File: config.mk
export PLATFORM = sky130hd
export DESIGN_NAME = ps2_host_tx
export DESIGN_NICKNAME = d
export VERILOG_FILES = /design/src/rtl/ps2_pkg.sv /design/src/rtl/ps2_line_sync.sv /design/src/rtl/ps2_host_tx.sv
export SDC_FILE = /design/constraint.sdc
export NUM_CORES = 1
export LEC_CHECK = 0
export BUFFER_PORTS_ARGS = -buffer_cell sky130_fd_sc_hd__buf_4
export CORE_MARGIN = 4
export CORE_UTILIZATION = 45
export CTS_CLUSTER_SIZE = 16
export DETAILED_ROUTE_END_ITERATION = 12
export GPL_TIMING_DRIVEN = 0
export PLACE_DENSITY_LB_ADDON = 0.3
export SYNTH_ARGS = -nofsm -noshare
export SYNTH_HDL_FRONTEND = slang
export SYNTH_SLANG_ARGS = --single-unit
File: constraint.sdc
create_clock -name clock -period 2.4 [get_ports clock]
set_input_delay 0.24 -clock clock [delete_from_list [all_inputs] [get_ports clock]]
set_output_delay 0.24 -clock clock [all_outputs]
set_load 0.02 [all_outputs]
File: src/rtl/ps2_pkg.sv
// Shared PS/2 definitions: transmitter state encoding, common command bytes and the frame parity helper.
package ps2_pkg;

  typedef enum logic [2:0] {
    ST_IDLE,
    ST_INHIBIT,
    ST_REQ,
    ST_SEND,
    ST_ACK,
    ST_WAIT_IDLE,
    ST_DONE
  } ps2_tx_state_e;

  localparam logic [7:0] PS2_CMD_SET_LED = 8'hED;
  localparam logic [7:0] PS2_CMD_RESET   = 8'hFF;
  localparam logic [7:0] PS2_RESP_ACK    = 8'hFA;

  localparam int PHASE_W = 21;
  localparam int BIT_W   = 4;

  // PS/2 frames carry odd parity: the parity bit makes the total count of ones odd.
  function automatic logic odd_parity(input logic [7:0] d);
    return ~^d;
  endfunction

endpackage

File: src/rtl/ps2_line_sync.sv
// Two-flop synchronisers for the PS/2 clock and data lines plus a registered clock falling-edge strobe.
// The edge strobe rises 3 cycles after the pin falls; no backpressure.
module ps2_line_sync (
  input  logic clock,
  input  logic reset_n,
  input  logic i_clk_line,
  input  logic i_dat_line,
  output logic o_clk_sync,
  output logic o_clk_fe,
  output logic o_dat_sync
);

  logic r_clk_meta;
  logic r_clk_sync;
  logic r_clk_prev;
  logic r_clk_fe;
  logic r_dat_meta;
  logic r_dat_sync;

  // Idle PS/2 lines float high, so reset to 1 to avoid a false edge after reset.
  always_ff @(posedge clock or negedge reset_n) begin
    if (!reset_n) begin
      r_clk_meta <= 1'b1;
      r_clk_sync <= 1'b1;
      r_clk_prev <= 1'b1;
      r_clk_fe   <= 1'b0;
      r_dat_meta <= 1'b1;
      r_dat_sync <= 1'b1;
    end else begin
      r_clk_meta <= i_clk_line;
      r_clk_sync <= r_clk_meta;
      r_clk_prev <= r_clk_sync;
      r_clk_fe   <= r_clk_prev & ~r_clk_sync;
      r_dat_meta <= i_dat_line;
      r_dat_sync <= r_dat_meta;
    end
  end

  assign o_clk_sync = r_clk_sync;
  assign o_clk_fe   = r_clk_fe;
  assign o_dat_sync = r_dat_sync;

endmodule

File: src/rtl/ps2_host_tx.sv
// Host-to-device PS/2 command transmitter: inhibit, request-to-send, then device-clocked 11-bit frame with ack.
// One byte per transaction; tx_ready is high only in IDLE, so upstream holds tx_valid until accepted.
module ps2_host_tx
  import ps2_pkg::*;
#(
  parameter int INHIBIT_CYCLES = 12000,
  parameter int REQ_CYCLES     = 200,
  parameter int TIMEOUT_CYCLES = 2_000_000
) (
  input  logic       clock,
  input  logic       reset_n,
  input  logic       tx_valid,
  input  logic [7:0] tx_data,
  output logic       tx_ready,
  input  logic       ps2_clock_i,
  input  logic       ps2_data_i,
  output logic       ps2_clock_oe,
  output logic       ps2_data_oe,
  output logic       rx_inhibit,
  output logic       done,
  output logic       ack_ok,
  output logic       timeout
);

  localparam logic [PHASE_W-1:0] LP_INH_LAST  = PHASE_W'(INHIBIT_CYCLES - 1);
  localparam logic [PHASE_W-1:0] LP_REQ_LAST  = PHASE_W'(REQ_CYCLES - 1);
  localparam logic [PHASE_W-1:0] LP_TO_LAST   = PHASE_W'(TIMEOUT_CYCLES - 1);
  localparam logic [PHASE_W-1:0] LP_PHASE_MAX = '1;

  ps2_tx_state_e      r_state;
  ps2_tx_state_e      w_state_nxt;
  logic [PHASE_W-1:0] r_cnt;
  logic [PHASE_W-1:0] w_cnt_nxt;
  logic [BIT_W-1:0]   r_bit_n;
  logic [BIT_W-1:0]   w_bit_nxt;
  logic [7:0]         r_data;
  logic [7:0]         w_data_nxt;
  logic               r_parity;
  logic               w_parity_nxt;
  logic               r_dbit_oe;
  logic               w_dbit_oe_nxt;
  logic               r_ack_ok;
  logic               w_ack_ok_nxt;
  logic               r_timeout;
  logic               w_timeout_nxt;
  logic               w_clk_sync;
  logic               w_clk_fe;
  logic               w_dat_sync;
  logic               w_timed_out;

  ps2_line_sync u_line_sync (
    .clock      (clock),
    .reset_n    (reset_n),
    .i_clk_line (ps2_clock_i),
    .i_dat_line (ps2_data_i),
    .o_clk_sync (w_clk_sync),
    .o_clk_fe   (w_clk_fe),
    .o_dat_sync (w_dat_sync)
  );

  always_ff @(posedge clock or negedge reset_n) begin
    if (!reset_n) begin
      r_state   <= ST_IDLE;
      r_cnt     <= '0;
      r_bit_n   <= '0;
      r_data    <= '0;
      r_parity  <= 1'b0;
      r_dbit_oe <= 1'b0;
      r_ack_ok  <= 1'b0;
      r_timeout <= 1'b0;
    end else begin
      r_state   <= w_state_nxt;
      r_cnt     <= w_cnt_nxt;
      r_bit_n   <= w_bit_nxt;
      r_data    <= w_data_nxt;
      r_parity  <= w_parity_nxt;
      r_dbit_oe <= w_dbit_oe_nxt;
      r_ack_ok  <= w_ack_ok_nxt;
      r_timeout <= w_timeout_nxt;
    end
  end

  assign w_timed_out = (r_cnt >= LP_TO_LAST);

  always_comb begin
    w_state_nxt   = r_state;
    w_cnt_nxt     = (r_cnt == LP_PHASE_MAX) ? r_cnt : r_cnt + 1'b1;
    w_bit_nxt     = r_bit_n;
    w_data_nxt    = r_data;
    w_parity_nxt  = r_parity;
    w_dbit_oe_nxt = r_dbit_oe;
    w_ack_ok_nxt  = r_ack_ok;
    w_timeout_nxt = r_timeout;
    ps2_clock_oe  = 1'b0;
    ps2_data_oe   = 1'b0;
    done          = 1'b0;

    unique case (r_state)
      ST_IDLE: begin
        w_cnt_nxt = '0;
        if (tx_valid) begin
          w_state_nxt   = ST_INHIBIT;
          w_data_nxt    = tx_data;
          w_parity_nxt  = odd_parity(tx_data);
          w_ack_ok_nxt  = 1'b0;
          w_timeout_nxt = 1'b0;
        end
      end
      ST_INHIBIT: begin
        ps2_clock_oe = 1'b1;
        if (r_cnt == LP_INH_LAST) begin
          w_state_nxt = ST_REQ;
          w_cnt_nxt   = '0;
        end
      end
      ST_REQ: begin
        ps2_clock_oe = 1'b1;
        ps2_data_oe  = 1'b1;
        if (r_cnt == LP_REQ_LAST) begin
          w_state_nxt   = ST_SEND;
          w_cnt_nxt     = '0;
          w_bit_nxt     = '0;
          w_dbit_oe_nxt = 1'b1;
        end
      end
      ST_SEND: begin
        ps2_data_oe = r_dbit_oe;
        // r_bit_n counts edges already seen, so it indexes the bit due after this edge.
        if (w_clk_fe) begin
          w_cnt_nxt = '0;
          w_bit_nxt = r_bit_n + 1'b1;
          if (r_bit_n < 4'd8) begin
            w_dbit_oe_nxt = ~r_data[r_bit_n[2:0]];
          end else if (r_bit_n == 4'd8) begin
            w_dbit_oe_nxt = ~r_parity;
          end else begin
            w_dbit_oe_nxt = 1'b0;
            w_state_nxt   = ST_ACK;
          end
        end else if (w_timed_out) begin
          w_state_nxt   = ST_DONE;
          w_timeout_nxt = 1'b1;
          w_ack_ok_nxt  = 1'b0;
        end
      end
      ST_ACK: begin
        if (w_clk_fe) begin
          w_cnt_nxt    = '0;
          w_ack_ok_nxt = ~w_dat_sync;
          w_state_nxt  = ST_WAIT_IDLE;
        end else if (w_timed_out) begin
          w_state_nxt   = ST_DONE;
          w_timeout_nxt = 1'b1;
          w_ack_ok_nxt  = 1'b0;
        end
      end
      ST_WAIT_IDLE: begin
        if (w_clk_sync && w_dat_sync) begin
          w_state_nxt = ST_DONE;
        end else if (w_clk_fe) begin
          w_cnt_nxt = '0;
        end else if (w_timed_out) begin
          w_state_nxt   = ST_DONE;
          w_timeout_nxt = 1'b1;
          w_ack_ok_nxt  = 1'b0;
        end
      end
      ST_DONE: begin
        done        = 1'b1;
        w_state_nxt = ST_IDLE;
      end
      default: begin
        w_state_nxt = ST_IDLE;
      end
    endcase
  end

  assign tx_ready   = (r_state == ST_IDLE);
  assign rx_inhibit = (r_state != ST_IDLE);
  assign ack_ok     = r_ack_ok;
  assign timeout    = r_timeout;

endmodule

---- Word-level counts from Yosys, hierarchy flattened ----
Index checks and enable logic that the tools add are counted.
storage, ports and cells
  register bits ........................... 46
  output and inout port bits .............. 7
cells by class
  bitwise gates (word level) .............. 5
  reduce and logical (&&, ||, !) cells .... 14
  equality and inequality tests ........... 18
  add/subtract/negate cells ............... 2
  magnitude comparators ................... 3
  muxes and demuxes ....................... 40
operators by type and width
  operator                                                    count
  2-to-1 mux 21 bit                                           5
  one-hot mux 21 bit (5 select lines)                         1
  2-to-1 mux 3 bit                                            10
  adder 21 x 1 -> 21 bit (second input constant)              1
  equality test 21 x 14 -> 1 bit (second input constant)      1
  equality test 21 bit (second input constant)                1
  equality test 21 x 8 -> 1 bit (second input constant)       1
  greater-or-equal comparator 21 bit (second input constant)  1
  one-hot mux 3 bit (6 select lines)                          1
  2-to-1 mux 1 bit                                            15
  equality test 3 bit (second input constant)                 3
  != test 3 bit (second input constant)                       3
  AND reduction 3 bit                                         3
  2-to-1 mux 4 bit                                            2
  != test 2 bit (second input constant)                       4
  one-hot mux 4 bit (2 select lines)                          1
  XNOR reduction 8 bit                                        1
  equality test 3 x 2 -> 1 bit (second input constant)        2
  AND reduction 6 bit                                         1
  nonzero test 3 bit                                          2
  adder 4 x 1 -> 4 bit (second input constant)                1
  equality test 4 bit (second input constant)                 1
  < comparator 3 x 4 -> 1 bit (second input constant)         1
  < comparator 4 bit (second input constant)                  1
  other kinds (14)                                            19

---- Depth between registers and ports, before layout ----
Gate-level depths: netlist (run 1).
  depth in word-level cells ............... 6
  gate-level depth with buffers ........... 8
  gate-level depth less buffers ........... 7

---- Hierarchy ----
From an unflattened synthesis (run 1), not the netlist that was laid out.
unflattened totals
  cells, all modules ...................... 275
  area total of the unflattened synthesis .. 2673.8 um^2
modules (own cells, without submodules)
  module         instances  area an instance (um^2)  cells each
  ps2_host_tx    1          2503.7                   268
  ps2_line_sync  1          170.2                    7

---- Worst setup path before layout (run 1) ----
OpenSTA, ideal clock, no wires.
  path type ............................... reg-to-reg
  start ................................... register r_cnt[14]
  end ..................................... register r_cnt[20]
  setup time .............................. 0.119 ns
  data required time ...................... 2.281 ns
  stages on the path, launching flop included .. 7
  path slack .............................. 0.255 ns
  data arrival time ....................... 2.025 ns
  path through ............................ dfrtp_1 -> or4_1 -> or4_4 -> o211ai_2 -> and3_2 -> buf_6 -> nor2_1
on the way
  cells in the longest elaborated chain, start to end .. 5
RTL lines
  what                                                            RTL line                                                    source
  start: declaration                                              ps2_host_tx.sv:32                                           logic [PHASE_W-1:0] r_cnt;
  start signal: assignment                                        ps2_host_tx.sv:73                                           r_cnt <= w_cnt_nxt;
  adder 21 x 1 -> 21 bit or equality test 21 bit (tied branches)  ps2_host_tx.sv:87                                           w_cnt_nxt = (r_cnt == LP_PHASE_MAX) ? r_cnt : r_cnt + 1'b1;
  2-to-1 mux 21 bit                                               ps2_host_tx.sv:87
  2-to-1 mux 21 bit                                               ps2_host_tx.sv:129, ps2_host_tx.sv:147, ps2_host_tx.sv:160
  2-to-1 mux 21 bit                                               ps2_host_tx.sv:158                                          if (w_clk_sync && w_dat_sync) begin
  one-hot mux 21 bit (5 select lines) *                           ps2_host_tx.sv:98                                           unique case (r_state)
  via w_cnt_nxt[20]                                               ps2_host_tx.sv:33                                           logic [PHASE_W-1:0] w_cnt_nxt;
The timed path passes the listed nets; every way through them passes the cells marked *.
A chain may end at the register's enable or synchronous reset.

---- Worst setup path after layout (run 1) ----
  start ................................... register r_cnt[14]
  end ..................................... register r_cnt[0]
on the way
  cells in the longest elaborated chain, start to end .. 5
RTL lines
  what                                   RTL line
  equality test 21 bit                   ps2_host_tx.sv:87
  2-to-1 mux 21 bit                      ps2_host_tx.sv:87
  2-to-1 mux 21 bit                      ps2_host_tx.sv:129, ps2_host_tx.sv:147, ps2_host_tx.sv:160
  2-to-1 mux 21 bit                      ps2_host_tx.sv:158
  one-hot mux 21 bit (5 select lines) *  ps2_host_tx.sv:98
  via w_cnt_nxt[0]                       ps2_host_tx.sv:33
Marked as above.

==> results of run 1 <==
-- layer usage --
layer  wire length [um]  global-route usage [%]  vias up  part of all wire [%]
met5                  0                       0        -                     0
met2               2570                    26.2       41                    46
met1               2730                    23.1     1077                    49
met3                250                    3.20        8                   4.4
met4                 69                    5.76        0                   1.2
li1                   -                       -     1103                     -
-- flip-flops by register name, summed over array words and instances (netlist names), 3 cells and up --
signal / flops
r_data: 8
r_state: 3
r_cnt: 21
r_bit_n: 4
-- stage by stage --
stage | power (uW) | cells | hold WS [ps]
6_report | 1340 | 382 | 37.3
5_1_grt | 1400 | 382 | 19.4
4_1_cts | 1360 | 382 | 28.9
3_5_place_dp | 866 | 373 | 272
3_3_place_gp | 865 | 373 | 276
2_1_floorplan | 828 | 282 | -55.6
-- Yosys cell counts, types with 2 or more instances --
master and count:
nor2_1 23, o21ai_0 16, clkbuf_1 11, nor3_1 6
and3_2 2, nand3_1 15, nand3b_1 2, and2_1 2
or3_1 6, a2bb2oi_1 2, nand2b_1 4, buf_2 2
o21a_1 3, buf_6 2, mux4_2 2, dfrtp_1 41
nand4_1 7, nand2_1 17, o211ai_1 3, xnor2_1 14
or4_1 2, xor2_1 6, mux2_2 9, o31ai_1 5
a31oi_1 6, inv_1 4, and4_1 3, dfstp_2 5
a21oi_1 19, nor2_2 2, o2bb2ai_1 3, and3_1 5
ha_1 3, nor2b_1 2, mux2i_1 3, a211oi_1 2
nor4_1 3
-- cell type report --
type                            instances  area (um2)  area share (%)
Sequential cell                        46        1160            37.9
Clock buffer                            5        68.8            2.25
Multi-Input combinational cell        214        1450            47.4
Timing Repair Buffer                   21         160            5.24
Tap cell                               72        90.1            2.95
Inverter                                5        18.8           0.614
Buffer                                 16        88.8            2.91
Clock inverter                          3        23.8           0.778
-- kinds of logic (layout without fill, tap and decap cells) --
family / after synthesis / after routing
buf+inv: 22 / 50
simple gates: 108 / 108
xor+xnor: 20 / 20
flops: 46 / 46
compound gates: 69 / 69
mux: 14 / 14
fa+ha+maj: 3 / 3
-- where the power goes --
part           total [uW]  internal [uW]  leakage, uW  switching (uW)
logic                63.5           30.6     0.000632            32.9
clock network         490            209    0.0000408             282
registers             788            783     0.000593            4.66
total                1340           1020      0.00127             319
-- path summary, 6_finish.rpt --
| check | end | cells after the start |
|---|---|---|
| hold reg to reg | u_line_sync.o_clk_sync | 0 |
| setup reg to reg | r_cnt[0] | 6 |
| min in group asynchronous | r_data[2] | 2 |
| setup / recovery | r_cnt[0] | 6 |
| max in group asynchronous | r_cnt[14] | 2 |
| hold / removal | u_line_sync.r_clk_meta | 1 |
-- repair_timing --
action / CTS / global route
hold buffers: 1 / 0
endpoints found under the hold margin: 41 / 0
gates resized for setup: 0 / 6
buffers inserted: 0 / 1
setup endpoints to repair: 0 / 22
==> results by group, run 1 <==
Status
  – Status: completed

Critical path
  – CP Launch Type: flip-flop
  – Crit-path max cell delay: 550 ps
  – Reg2Reg Launch Point: r_cnt[14]
  – Crit path DAT: roughly 2500 ps
  – CP max FO: 10
  – Required time of the critical path: 2590 ps
  – Max stage delay cell, worst path: or4_4
  – Buf+Inv Stages, Crit Path: 1
  – Crit. End Element: flip-flop
  – Cells along the critical path: or4_1, or4_4, o211ai_4, and3_4, buf_6, nor2_1
  – Top delay family on crit path: simple AND/OR/NAND/NOR gates
  – Crit path kind: reg -> reg
  – Critical Path Start: r_cnt[14]
  – R2R setup slack: 130 ps

Logic synthesis
  – Synth Area in XOR/XNOR: under 10%
  – Netlist Area Pre-Place: about 2700 um2
  – Register bit count reported by yosys: 46
  – Largest family of logic cells by synthesized area: simple AND/OR/NAND/NOR gates
  – Synth top area share: 38.1%
  – Post-synthesis compound-gate area fraction: 16.7%
  – Sequential element share of the synthesized area: 43.0%
  – Synth area leader: dfrtp_1
  – Mean post-synth cell area: 9.54 um2
  – EDFF count, synth: 0
  – Post-synthesis simple-gate area fraction: around 22%
  – Post-synthesis cell count: 282
  – Async SR Flop Fraction: 100%
  – Syn Nets: 298
  – Synth top area cells: dfrtp_1 38%, dfstp_2 4.9%, xnor2_1 4.6%, mux2_2 3.8%, a21oi_1 3.5%
  – Main synth FF type: dfrtp_1
  – Ys Warns: 0
  – Adder-cell share of the synthesized area: 1.40%
  – Mux contribution to synthesized area: 6.56%
  – Synth unique cells: 57

STA
  – Clock skew: 14.2 ps
  – Final period utilization: 94.8%
  – Slew margin rel.: 49.8%
  – Final Hold Viols: 0
  – Max Slew Vio Count: 0
  – Worst setup margin: approximately 130 ps
  – Final TNS setup: 0 ps
  – RSZ-0062 raised after global routing: no
  – Minimum clock period: between 2000 and 2500 ps
  – Highest Clock Rate: 440 MHz
  – Finish-stage setup viols: 0
  – Actual slew at the worst max-slew pin: 747 ps

Placement
  – Hpwl dp: 4080 um
  – GP Congestion: 0.861
  – PortBufs: 19
  – Pre-CTS setup slack: 74.4 ps
  – Placement Cell Area: 2920 um2

Final layout
  – Diode count: 0
  – Post-layout instance area: 3060 um2
  – Most common cell after layout, fill and taps aside: dfrtp_1
  – Filler cells: 518
  – Area Overhead vs Synth: 13.6%
  – Most frequent cells in the layout: 40 x dfrtp_1, 23 x nor2_1, 20 x buf_4
  – Share of cells above drive strength 1: 21.9%
  – Nets: 325
  – Core Util, Final: 54.2%

Route
  – Drt via density: between 5 and 6
  – DRT Pass-1 Iters: 4
  – DRC Markers: 0
  – Routed WL per cell: about 15 um
  – Total number of vias: 2229
  – Post-route ant nets: 0
  – 1st-iter DRT viols: 90
  – Final WL: about 5600 um

Clock tree
  – Clock-pin slew on the worst setup and hold paths: 90 ps
  – Htree depth: 2
  – Root buffer cell: clkbuf_8
  – Sink Count: 46
  – TritonCTS clock tree: done
  – Max Root-Sink Buffers: 2
  – Worst-Skew Late Latency: 300 ps
  – TritonCTS Buffers: 5

Worst hold path
  – Hold path start: ps2_clock_i
  – Hold crit path type: in -> reg

Global route
  – Total track usage: between 10% and 20%
  – Initial antenna violation count: 0
  – Vias in the first global route: 2214
  – Largest net degree at the start of global routing: 47
  – GRT Residual Overflow: 0
  – First-pass GRT wire length: 10100 um

Run
  – Max capacitance violation total: 0

Die
  – Core footprint: between 5000 and 6000 um2
  – Num rows: 27
  – Die ar.: 7280 um2
  – Top-level port count: 20
  – Initial core utilization: 47.7%
  – Die Y: between 80 and 90 um
  – Chip Width: 85.3 um

Pwr
  – Power per Cell Area: 439 nW/um2
  – Leak: roughly 0.0013 uW
  – VDD IR max: roughly 0.42 mV
Power figures use the tool's default switching activity.
==> run 2: changes to the inputs <==
==> constraint.sdc (replaced) <==
create_clock -name clock -period 2.4 [get_ports clock]
set_input_delay 0.36 -clock clock [delete_from_list [all_inputs] [get_ports clock]]
set_output_delay 0.36 -clock clock [all_outputs]
set_load 0.02 [all_outputs]
==> run 2 against run 1 <==
Non-clock buffer count is 1 lower. Register-to-register slack hardly changed. Die area stayed put. Clock skew is 1.7 ps lower. Count of clock-buffer cells in the layout stayed put. Critical endpoint unchanged. Via count is 0.13% higher. Cell count is 0.26% lower. Global-route usage hardly changed.
==> results by group, run 2 (synthesis gave the netlist of run 1 again) <==
Status
  – Status: completed

Route
  – Post-route ant nets: 0
  – 1st-iter DRT viols: 97
  – Routed WL per cell: about 15 um
  – Drt via density: 5.86
  – DRT Pass-1 Iters: 4
  – Final WL: ~5600 um
  – DRC Markers: 0
  – Total number of vias: 2232

Die
  – Die ar.: 7280 um2
  – Top-level port count: 20
  – Initial core utilization: between 40% and 50%
  – Core footprint: roughly 5600 um2
  – Chip Width: 85.3 um
  – Die Y: 85.3 um
  – Num rows: 27

Placement
  – PortBufs: 19
  – Hpwl dp: 4080 um
  – Placement Cell Area: 2920 um2
  – GP Congestion: 0.861

Clock tree
  – TritonCTS clock tree: done
  – Sink Count: 46
  – Clock-pin slew on the worst setup and hold paths: 90 ps
  – Max Root-Sink Buffers: 2
  – Root buffer cell: clkbuf_8
  – TritonCTS Buffers: 5
  – Worst-Skew Late Latency: 300 ps
  – Htree depth: 2

Final layout
  – Share of cells above drive strength 1: 22.0%
  – Diode count: 0
  – Nets: ~320
  – Most frequent cells in the layout: 40 x dfrtp_1, 23 x nor2_1, 20 x buf_4
  – Filler cells: ~520
  – Most common cell after layout, fill and taps aside: dfrtp_1
  – Area Overhead vs Synth: 13.3%
  – Largest register FFs: 21
  – Post-layout instance area: 3050 um2
  – Most flop-heavy register: r_cnt
  – Top Registers: r_cnt (21), r_data (8), r_bit_n (4)

Pwr
  – Net Sw Frac: 23.5%
  – Reg power frac: between 50% and 60%
  – Comb power frac: 4.7%
  – Internal: 1020 uW
  – Clock power share: 36.4%
  – VDD IR max: 0.423 mV
  – Power per Cell Area: around 440 nW/um2
  – Total net switching power: 314 uW
  – Leak: 0.00126 uW

Critical path
  – CP Launch Type: flip-flop
  – Crit path kind: reg -> reg
  – CP max FO: 10
  – Crit path DAT: between 2000 and 2500 ps
  – Crit. End Element: flip-flop
  – Required time of the critical path: 2590 ps

STA
  – Slew margin rel.: around 50%
  – Highest Clock Rate: roughly 440 MHz
  – Final period utilization: 94.9%
  – Minimum clock period: 2280 ps
  – RSZ-0062 raised after global routing: no
  – Final Hold Viols: 0
  – Clock skew: 12.5 ps
  – Max Slew Vio Count: 0
  – Final TNS setup: 0 ps
  – Finish-stage setup viols: 0
  – Actual slew at the worst max-slew pin: 731 ps

Global route
  – Vias in the first global route: 2204
  – Largest net degree at the start of global routing: 47
  – GRT Residual Overflow: 0
  – Total track usage: 16.7%
  – First-pass GRT wire length: 10000 um
  – Initial antenna violation count: 0

Worst hold path
  – Hold crit path type: in -> async

Run
  – Max capacitance violation total: 0
==> run 2: power by group through the flow <==
| stage | sequential [uW] | combinational [uW] | clock [uW] |
|---|---|---|---|
| finish | 788 | 62.1 | 486 |
| global route | 788 | 71.3 | 536 |
| global placement | 802 | 62.4 | 0 |
| detailed placement | 803 | 63.6 | 0 |
| CTS | 788 | 63.8 | 504 |
| floorplan | 801 | 27.0 | 0 |
==> run 2: repair_timing <==
| action | CTS | global route |
|---|---|---|
| resized for setup | 0 | 6 |
| endpoints found under the setup margin | 0 | 22 |
| hold buffers | 0 | 0 |
| buffers inserted | 0 | 1 |
==> run 2: path summary, 6_finish.rpt <==
path | start | endpoint | slack, ps | cells after the start
max reg2reg | r_cnt[14] | r_cnt[0] | 120 | 6
min in group clock | ps2_clock_i | u_line_sync.r_clk_meta | 160 | 1
min | reset_n | r_data[3] | 40 | 1
max | r_cnt[14] | r_cnt[0] | 120 | 6
min reg2reg | u_line_sync.r_clk_meta | u_line_sync.o_clk_sync | 360 | 0
max in group asynchronous | reset_n | r_cnt[14] | 1940 | 1
==> run 2: worst max-delay path, stage by stage, from the launching register on <==
cell	delay, ps
dfrtp_2	420
or4_1	530
or4_4	550
o211ai_4	220
and3_4	230
buf_6	150
nor2_1	60
==> run 2: final cells by class <==
cell class                      count  area (um2)  share of cell area [%]
Multi-Input combinational cell    214        1450                    47.5
Timing Repair Buffer               20         150                    4.93
Tap cell                           72        90.1                    2.96
Clock buffer                        5        68.8                    2.26
Clock inverter                      3        23.8                   0.780
Sequential cell                    46        1160                    38.0
Inverter                            5        18.8                   0.616
Buffer                             16        88.8                    2.92
==> run 2: through the flow <==
step | total power (uW) | hold WS, ps | setup WS, ps | cells | util (%)
finish | 1340 | 44.0 | 123 | 381 | 54.0
global route | 1400 | 91.5 | 37.1 | 381 | 54.0
CTS | 1360 | 61.2 | 43.0 | 381 | 53.4
detailed placement | 866 | 347 | 74.4 | 373 | 51.8
global placement | 865 | 346 | 78.6 | 373 | 51.8
floorplan | 828 | 64.4 | 255 | 282 | -
==> run 2: per-layer routing <==
layer	vias up	global-route usage, %	share of wire (%)
met1	1070	23.0	49
met4	0	5.76	1.2
met5	-	0	0
li1	1101	-	-
met2	53	26.1	46
met3	8	3.20	4.3
